`config.mk`:
```
export PLATFORM = sky130hd
export DESIGN_NAME = gate_truth_sequencer
export DESIGN_NICKNAME = d
export VERILOG_FILES = /design/src/rtl/gate_seq_pkg.sv /design/src/rtl/settle_timer.sv /design/src/rtl/gate_truth_sequencer.sv
export SDC_FILE = /design/constraint.sdc
export NUM_CORES = 1
export LEC_CHECK = 0
export ABC_AREA = 1
export BUFFER_PORTS_ARGS = -buffer_cell sky130_fd_sc_hd__buf_4
export CORE_MARGIN = 2
export CORE_UTILIZATION = 45
export CTS_BUF_LIST = sky130_fd_sc_hd__clkbuf_16
export CTS_CLUSTER_SIZE = 12
export DETAILED_ROUTE_END_ITERATION = 8
export PLACE_DENSITY_LB_ADDON = 0.05
export SLEW_MARGIN = 20
export SYNTH_ARGS = -nofsm -noshare
export SYNTH_HDL_FRONTEND = slang
export SYNTH_SLANG_ARGS = --single-unit
```
`constraint.sdc`:
```
create_clock -name clk -period 4.12 [get_ports clk]
set_input_delay 0.618 -clock clk [delete_from_list [all_inputs] [get_ports clk]]
set_output_delay 0.618 -clock clk [all_outputs]
set_load 0.02 [all_outputs]
```
`src/rtl/gate_seq_pkg.sv`:
```
// rtl/gate_seq_pkg.sv - shared state encoding and helpers for the gate truth sequencer
package gate_seq_pkg;

    typedef enum logic [1:0] {
        ST_IDLE  = 2'd0,
        ST_APPLY = 2'd1,
        ST_DONE  = 2'd2
    } seq_state_t;

    localparam int N_IN_MAX = 4;

    function automatic int clog2(input int value);
        int r;
        r = 0;
        while ((1 << r) < value)
            r = r + 1;
        return r;
    endfunction

endpackage

```
`src/rtl/settle_timer.sv`:
```
// rtl/settle_timer.sv - dwell counter that ticks on the last cycle of each hold period
module settle_timer
    import gate_seq_pkg::*;
#(
    parameter int DWELL = 4
) (
    input  logic clk,
    input  logic rst_n,
    input  logic clr,
    input  logic en,
    output logic tick
);

    localparam int CW = clog2(DWELL) + 1;
    localparam logic [CW-1:0] LAST = CW'(DWELL - 1);

    logic [CW-1:0] dwell_cnt;

    assign tick = en && (dwell_cnt == LAST);

    always_ff @(posedge clk or negedge rst_n) begin
        if (!rst_n) begin
            dwell_cnt <= '0;
        end else if (clr || tick) begin
            dwell_cnt <= '0;
        end else if (en) begin
            dwell_cnt <= dwell_cnt + CW'(1);
        end
    end

endmodule

```
`src/rtl/gate_truth_sequencer.sv`:
```
// rtl/gate_truth_sequencer.sv - sweeps every gate input vector, captures and grades the truth table
module gate_truth_sequencer
    import gate_seq_pkg::*;
#(
    parameter int N_IN  = 2,
    parameter int DWELL = 4
) (
    input  logic                   clk,
    input  logic                   rst_n,
    input  logic                   start,
    input  logic                   abort,
    input  logic [(1<<N_IN)-1:0]   expected,
    output logic [N_IN-1:0]        dut_in,
    input  logic                   dut_out,
    output logic                   busy,
    output logic                   done,
    output logic [(1<<N_IN)-1:0]   truth,
    output logic [(1<<N_IN)-1:0]   fail_mask,
    output logic                   pass
);

    localparam int W = 1 << N_IN;
    localparam logic [N_IN-1:0] IDX_LAST = N_IN'(W - 1);

    seq_state_t      state;
    logic [N_IN-1:0] idx;
    logic [W-1:0]    expected_latched;
    logic [W-1:0]    truth_next;
    logic            in_apply;
    logic            tick;

    assign in_apply = (state == ST_APPLY);

    settle_timer #(.DWELL(DWELL)) u_settle_timer (
        .clk   (clk),
        .rst_n (rst_n),
        .clr   (!in_apply || abort),
        .en    (in_apply),
        .tick  (tick)
    );

    // Grading uses the table including the bit captured on the final edge.
    always_comb begin
        truth_next      = truth;
        truth_next[idx] = dut_out;
    end

    always_ff @(posedge clk or negedge rst_n) begin
        if (!rst_n) begin
            state            <= ST_IDLE;
            idx              <= '0;
            expected_latched <= '0;
            dut_in           <= '0;
            busy             <= 1'b0;
            done             <= 1'b0;
            truth            <= '0;
            fail_mask        <= '0;
            pass             <= 1'b0;
        end else begin
            done <= 1'b0;
            case (state)
                ST_IDLE: begin
                    if (start && !abort) begin
                        expected_latched <= expected;
                        truth            <= '0;
                        idx              <= '0;
                        dut_in           <= '0;
                        busy             <= 1'b1;
                        state            <= ST_APPLY;
                    end
                end
                ST_APPLY: begin
                    if (abort) begin
                        state  <= ST_IDLE;
                        idx    <= '0;
                        dut_in <= '0;
                        busy   <= 1'b0;
                        truth  <= '0;
                    end else if (tick) begin
                        truth <= truth_next;
                        if (idx == IDX_LAST) begin
                            state     <= ST_DONE;
                            idx       <= '0;
                            dut_in    <= '0;
                            busy      <= 1'b0;
                            done      <= 1'b1;
                            fail_mask <= truth_next ^ expected_latched;
                            pass      <= (truth_next == expected_latched);
                        end else begin
                            idx    <= idx + 1'b1;
                            dut_in <= idx + 1'b1;
                        end
                    end
                end
                ST_DONE: begin
                    state <= ST_IDLE;
                end
                default: begin
                    state <= ST_IDLE;
                end
            endcase
        end
    end

endmodule

```
==> results.py, run 1 <==
metrics = {
    "die": {
        "initial_utilization_pct": 48.6,
        "die-area_sq_um": 2840,
        "die_w_microns": 53.3,
        "io_pins": 22,
        "core.rowCount": 17,
        "coreArea_sq_um": 2250,
        "die_y_microns": 53.3,
    },
    "synth": {
        "syn_area_per_cell_sq_um": 8.49,
        "synthCells": 129,
        "yosysSeqAreaShare_pct": 50.3,
        "ys_seq_elements": 22,
        "ys_types": 19,
        "yosys_warnings": 0,
        "syn_area_sq_um": 1090,
        "synth_fp_nets": 144,
    },
    "setup_path": {
        "cp.buffers_inverters": 1,
        "end_kind": "primary output",
        "crit_family": "flip-flops",
        "crit_cells": 1,
        "crit_start": "idx[1]",
        "crit_end": "dut_in[1]",
        "ff2ff_path_depth": 8,
        "path_cells": "buf_4",
        "max_stage_delay_ns": 0.42,
        "r2r_setup_slack_ns": 2.73,
        "r2r_end": "pass",
        "start_kind": "register",
        "cp.required_ns": 3.50,
        "slowest_stage": "dfrtp_1",
        "r2r-start": "u_settle_timer.dwell_cnt[0]",
        "cp.arrival_ns": 0.85,
        "worstPathMaxFanout": 5,
        "crit_type": "reg -> out",
    },
    "routing": {
        "route.final.wire_length_microns": 2080,
        "wl_per_cell_microns": 11.4,
        "drc_errors": 0,
        "wl_met3_microns": 60,
        "via_per_inst": 4.85,
        "first_pass_iters": 4,
        "dr_total_vias": 883,
        "wl_met1_microns": 959,
        "top_layer_used": "met4",
        "dr_wl_met2_microns": 1040,
        "final_antenna_net_count": 0,
        "drt_iter0_markers": 18,
    },
    "pwr": {
        "finalPower_mw": 0.489,
        "p_per_area_nw_per_um2": 358,
        "peakVddDrop_uv": 222,
        "p_leak_nw": 0.741,
    },
    "layout": {
        "most-common-layout-cells": "28 x nand2_1, 22 x dfrtp_1, 21 x buf_4",
        "nFillCells": 227,
        "drive_above_1_share_pct": 21.4,
        "nets": 170,
        "n_antenna_cell": 0,
        "final_common_cell": "nand2_1",
        "syn2layout_area_growth_pct": 24.8,
        "final-seq-area_sq_um": 551,
        "multiInputGateArea_sq_um": 457,
    },
    "sta": {
        "rsz0062_at_grt": "false",
        "max_freq_mhz": 681,
        "setup_violations": 0,
        "final_hold_viol_count": 0,
        "period_share_pct": 35.6,
        "worstMarginPinSlew_ns": 0.342,
        "slew_headroom_pct": 77.1,
        "slew_violations": 0,
        "fin_setup_tns_ns": 0,
        "min_period_ns": 1.47,
        "fin_skew_ns": 0.00171,
    },
    "clock_network": {
        "clk_latency_ns": 0.25,
        "cts_resized": 0,
        "cts-buffers-inserted": 3,
        "ctsHoldBuffers": 0,
        "cts_sinks": 22,
        "cts_tree": "built",
        "path_clk_slew_ns": 0.05,
        "cts-root-buf": "clkbuf_16",
        "ctsLongestPathBuffers": 2,
        "htreeDepth": 1,
        "cts_setup_buffers": 0,
    },
    "global_route": {
        "antenna_found_initial": 0,
        "grt_first_pass_wirelength_microns": 3680,
        "grt_usage_pct": 18.1,
        "grt_max_degree": 23,
        "overflow": 0,
        "grt_pass1_vias": 869,
    },
    "status": {
        "status": "finished clean",
    },
    "job": {
        "maxCapViolations": 0,
    },
    "place": {
        "io_buffers": 21,
        "gp_congestion": 0.794,
        "hpwlAfterDp_microns": 1580,
    },
    "hold_path": {
        "hold_path_class": "in -> async",
    },
}
[power by group]
group	switching [mW]	leakage, nW	internal (mW)
registers	0.00711	0.291	0.228
clock network	0.0696	0.0385	0.129
logic	0.0354	0.411	0.0202
[area by class of cell]
type / count / share of cell area [%]
sequential: 22 / 40.3
multi-input combinational: 85 / 33.4
inverter: 22 / 6.41
timing repair buffer: 21 / 11.5
clock inverter: 1 / 0.275
clock buffer: 3 / 5.49
tap: 28 / 2.56
[worst min-delay path by stage]
stage                                startpoint                           to  slack [ns]  depth (start not counted)
floorplan                                 rst_n                         busy        0.32                          0
global placement    u_settle_timer.dwell_cnt[0]  u_settle_timer.dwell_cnt[0]        0.42                          1
detailed placement  u_settle_timer.dwell_cnt[0]  u_settle_timer.dwell_cnt[0]        0.46                          1
CTS                                       rst_n          expected_latched[1]        0.25                          1
global route                              rst_n          expected_latched[2]        0.26                          1
finish                                    rst_n          expected_latched[2]        0.25                          1
[cells in the mapped netlist]
master | instances | area share (%)
nand3_4 | 1 | 1.6
nand2_4 | 1 | 1.0
nor2_1 | 16 | 5.5
nand3_1 | 9 | 4.1
dfrtp_1 | 22 | 50
nand2_1 | 28 | 9.6
clkinv_4 | 1 | 0.80
ha_1 | 6 | 6.9
inv_2 | 1 | 0.34
inv_1 | 20 | 6.9
a31oi_1 | 2 | 1.1
nor2_4 | 2 | 2.1
nand2_2 | 1 | 0.57
nor2_2 | 2 | 1.1
a21oi_1 | 4 | 1.8
o21ai_0 | 6 | 2.7
nand4_1 | 1 | 0.57
o211ai_1 | 1 | 0.69
o21ai_1 | 5 | 2.3
[state kept, by name, summed over array words and instances (netlist names)]
register	count
fail_mask	4
expected_latched	4
state	2
idx	2
u_settle_timer.dwell_cnt	3
done	1
busy	1
pass	1
truth	4
[metal layers]
layer / vias up / global-route usage, %
met5: - / 0
met4: 0 / 7.69
met3: 2 / 2.54
met2: 12 / 31.3
met1: 411 / 22.1
li1: 458 / -
[cell families (layout without fill, tap and decap cells)]
group | Yosys count | after routing | synth area share, %
buffers and inverters | 22 | 47 | 8.00
DFF | 22 | 22 | 50.3
and+or+nand+nor | 61 | 61 | 26.2
adders and majority gates | 6 | 6 | 6.86
AOI/OAI and AO/OA | 18 | 18 | 8.69
[stage by stage]
stage               worst slack (ns)  hold slack [ns]  utilization [%]  cell area [sq um]  instances
finish                          2.65            0.247             60.6               1370        182
global route                    2.61            0.261             60.6               1370        182
CTS                             2.64            0.252             60.6               1370        182
detailed placement              2.66            0.457             57.1               1290        178
global placement                2.67            0.420             57.1               1290        178
floorplan                       2.79            0.322                -               1090        129
No activity file was read; power rests on OpenSTA's default activity.
==> inputs of run 2 (changes only) <==
clock period = 1.22 ns   (was 4.12 ns; I/O delays follow)
==> run 2 against run 1 <==
- the run now ends with negative setup slack left
- clock skew is 0.0015 ns higher
- flip-flop and latch count did not move
- worst setup slack got worse by 2.7 ns
- critical path depth is 9 higher
- combinational power grew to 4.3 times the previous value
- design area grew 18%
- clock power rose to 3.5 times the previous value
==> results.py, run 2 (same netlist as run 1, synthesis figures left out) <==
metrics = {
    "status": {
        "status": "finished, violations left",
        "failed_checks": "negative setup slack",
    },
    "setup_path": {
        "ff2ff_path_depth": 10,
        "r2r-start": "idx[1]",
        "crit_type": "reg -> reg",
        "r2r_end": "pass",
        "worstPathMaxFanout": 5,
        "cp.required_ns": 1.41,
        "cp.arrival_ns": 1.51,
        "r2r_setup_slack_ns": -0.1,
        "end_kind": "register",
        "start_kind": "register",
    },
    "layout": {
        "syn2layout_area_growth_pct": 47.5,
        "nFillCells": 168,
        "nets": 178,
        "most-common-layout-cells": "28 x buf_4, 20 x dfrtp_1, 15 x inv_1, 15 x nand2_2, 13 x nand2_1",
        "drive_above_1_share_pct": 48.8,
        "stdcell_count": 190,
        "n_antenna_cell": 0,
        "multiInputGateArea_sq_um": 631,
        "reg.largest.list": "expected_latched x4, fail_mask x4, truth x4",
        "fin_area_sq_um": 1620,
        "final-seq-area_sq_um": 553,
        "final_common_cell": "buf_4",
    },
    "clock_network": {
        "cts-root-buf": "clkbuf_16",
        "ctsLongestPathBuffers": 2,
        "cts_tree": "built",
        "htreeDepth": 1,
        "clk_latency_ns": 0.25,
        "path_clk_slew_ns": 0.06,
        "cts-buffers-inserted": 3,
        "cts_sinks": 22,
    },
    "routing": {
        "final_antenna_net_count": 0,
        "wl_per_cell_microns": 14.3,
        "drt_iter0_markers": 13,
        "drc_errors": 0,
        "first_pass_iters": 4,
        "route.final.wire_length_microns": 2720,
        "via_per_inst": 5.02,
        "dr_total_vias": 953,
    },
    "sta": {
        "fin_setup_tns_ns": -0.233,
        "period_share_pct": 108,
        "worstMarginPinSlew_ns": 0.410,
        "slew_headroom_pct": 72.5,
        "fin_skew_ns": 0.00322,
        "postLayoutSetupSlackWorst_ns": -0.0955,
        "setup_violations": 9,
        "slew_violations": 0,
        "rsz0062_at_grt": "true",
        "final_hold_viol_count": 0,
        "min_period_ns": 1.32,
        "max_freq_mhz": 760,
    },
    "global_route": {
        "grtUsageMet3_pct": 2.54,
        "use_met2_pct": 35.8,
        "grt_util_met1_pct": 24.9,
        "grt.busiest_layer": "met2",
        "grt_usage_pct": 20.3,
        "grt_max_degree": 23,
        "grt_pass1_vias": 950,
        "overflow": 0,
        "antenna_found_initial": 0,
        "grt_first_pass_wirelength_microns": 4120,
    },
    "pwr": {
        "p_per_area_nw_per_um2": 1070,
        "p_leak_nw": 0.801,
        "peakVddDrop_uv": 747,
    },
    "place": {
        "hpwlAfterDp_microns": 1730,
        "io_buffers": 21,
        "post_dp_cell_area_sq_um": 1320,
        "gp_congestion": 0.763,
        "dp_cells": 181,
    },
    "hold_path": {
        "hold_path_class": "in -> reg",
        "holdPathEnd": "expected_latched[3]",
        "whs_path_depth": 3,
        "min-delay-start": "expected[3]",
    },
    "die": {
        "initial_utilization_pct": 48.6,
        "die_y_microns": 53.3,
        "core.rowCount": 17,
        "die-area_sq_um": 2840,
        "coreArea_sq_um": 2250,
        "die_w_microns": 53.3,
        "io_pins": 22,
    },
    "job": {
        "maxCapViolations": 0,
    },
}
[run 2: through the flow]
| step | util (%) | power, mW | hold WS (ns) | setup slack (ns) |
|---|---|---|---|---|
| after global routing | 71.6 | 1.81 | 0.205 | -0.158 |
| final | 71.6 | 1.73 | 0.175 | -0.0955 |
| after global placement | 58.5 | 0.993 | 0.0883 | -0.106 |
| after floorplan | - | 0.917 | -0.113 | -0.00437 |
| after detailed placement | 58.5 | 0.999 | 0.0887 | -0.127 |
| after CTS | 64.4 | 1.71 | 0.181 | -0.0518 |
[run 2: metal layers]
layer	vias up	wire length, microns
met3	4	73
met2	17	1460
li1	470	-
met4	0	31
met5	-	0
met1	462	1150
[run 2: worst max-delay path, stage by stage (launching register included)]
cell and delay, ns:
dfrtp_2 0.48, inv_4 0.10, ha_4 0.13, inv_2 0.03
nand2_2 0.07, nand2_2 0.07, nand2_2 0.07, nand2_2 0.05
nor2_2 0.12, nand3_2 0.07, nand2_2 0.06
[run 2: where the power goes]
group | switching, mW | total (mW) | internal, mW | leakage, nW
sequential | 0.0285 | 0.797 | 0.768 | 0.288
clock | 0.260 | 0.698 | 0.437 | 0.0385
combinational | 0.149 | 0.239 | 0.0900 | 0.474
[run 2: layout make-up]
class                           count  share of cell area (%)
Tap cell                           28                    2.17
Clock inverter                      1                   0.232
Clock buffer                        3                    4.65
Sequential cell                    22                    34.2
Timing Repair Buffer               29                    13.6
Inverter                           22                    6.04
Multi-Input combinational cell     85                    39.0
[run 2: what timing repair did]
action	in CTS	in global routing
hold buffers	1	0
endpoints found under the setup margin	12	15
pin swaps	6	14
hold endpoints to repair	22	0
gates resized for setup	10	41
setup buffers	2	2
[run 2: worst max path at each step]
stage | from | slack, ns | cells past startpoint | endpoint
2_1_floorplan | idx[0] | -0.004 | 7 | pass
3_3_place_gp | u_settle_timer.dwell_cnt[0] | -0.11 | 7 | busy
3_5_place_dp | u_settle_timer.dwell_cnt[0] | -0.13 | 7 | busy
4_1_cts | idx[0] | -0.05 | 10 | pass
5_1_grt | idx[0] | -0.16 | 10 | pass
6_report | idx[1] | -0.1 | 10 | pass
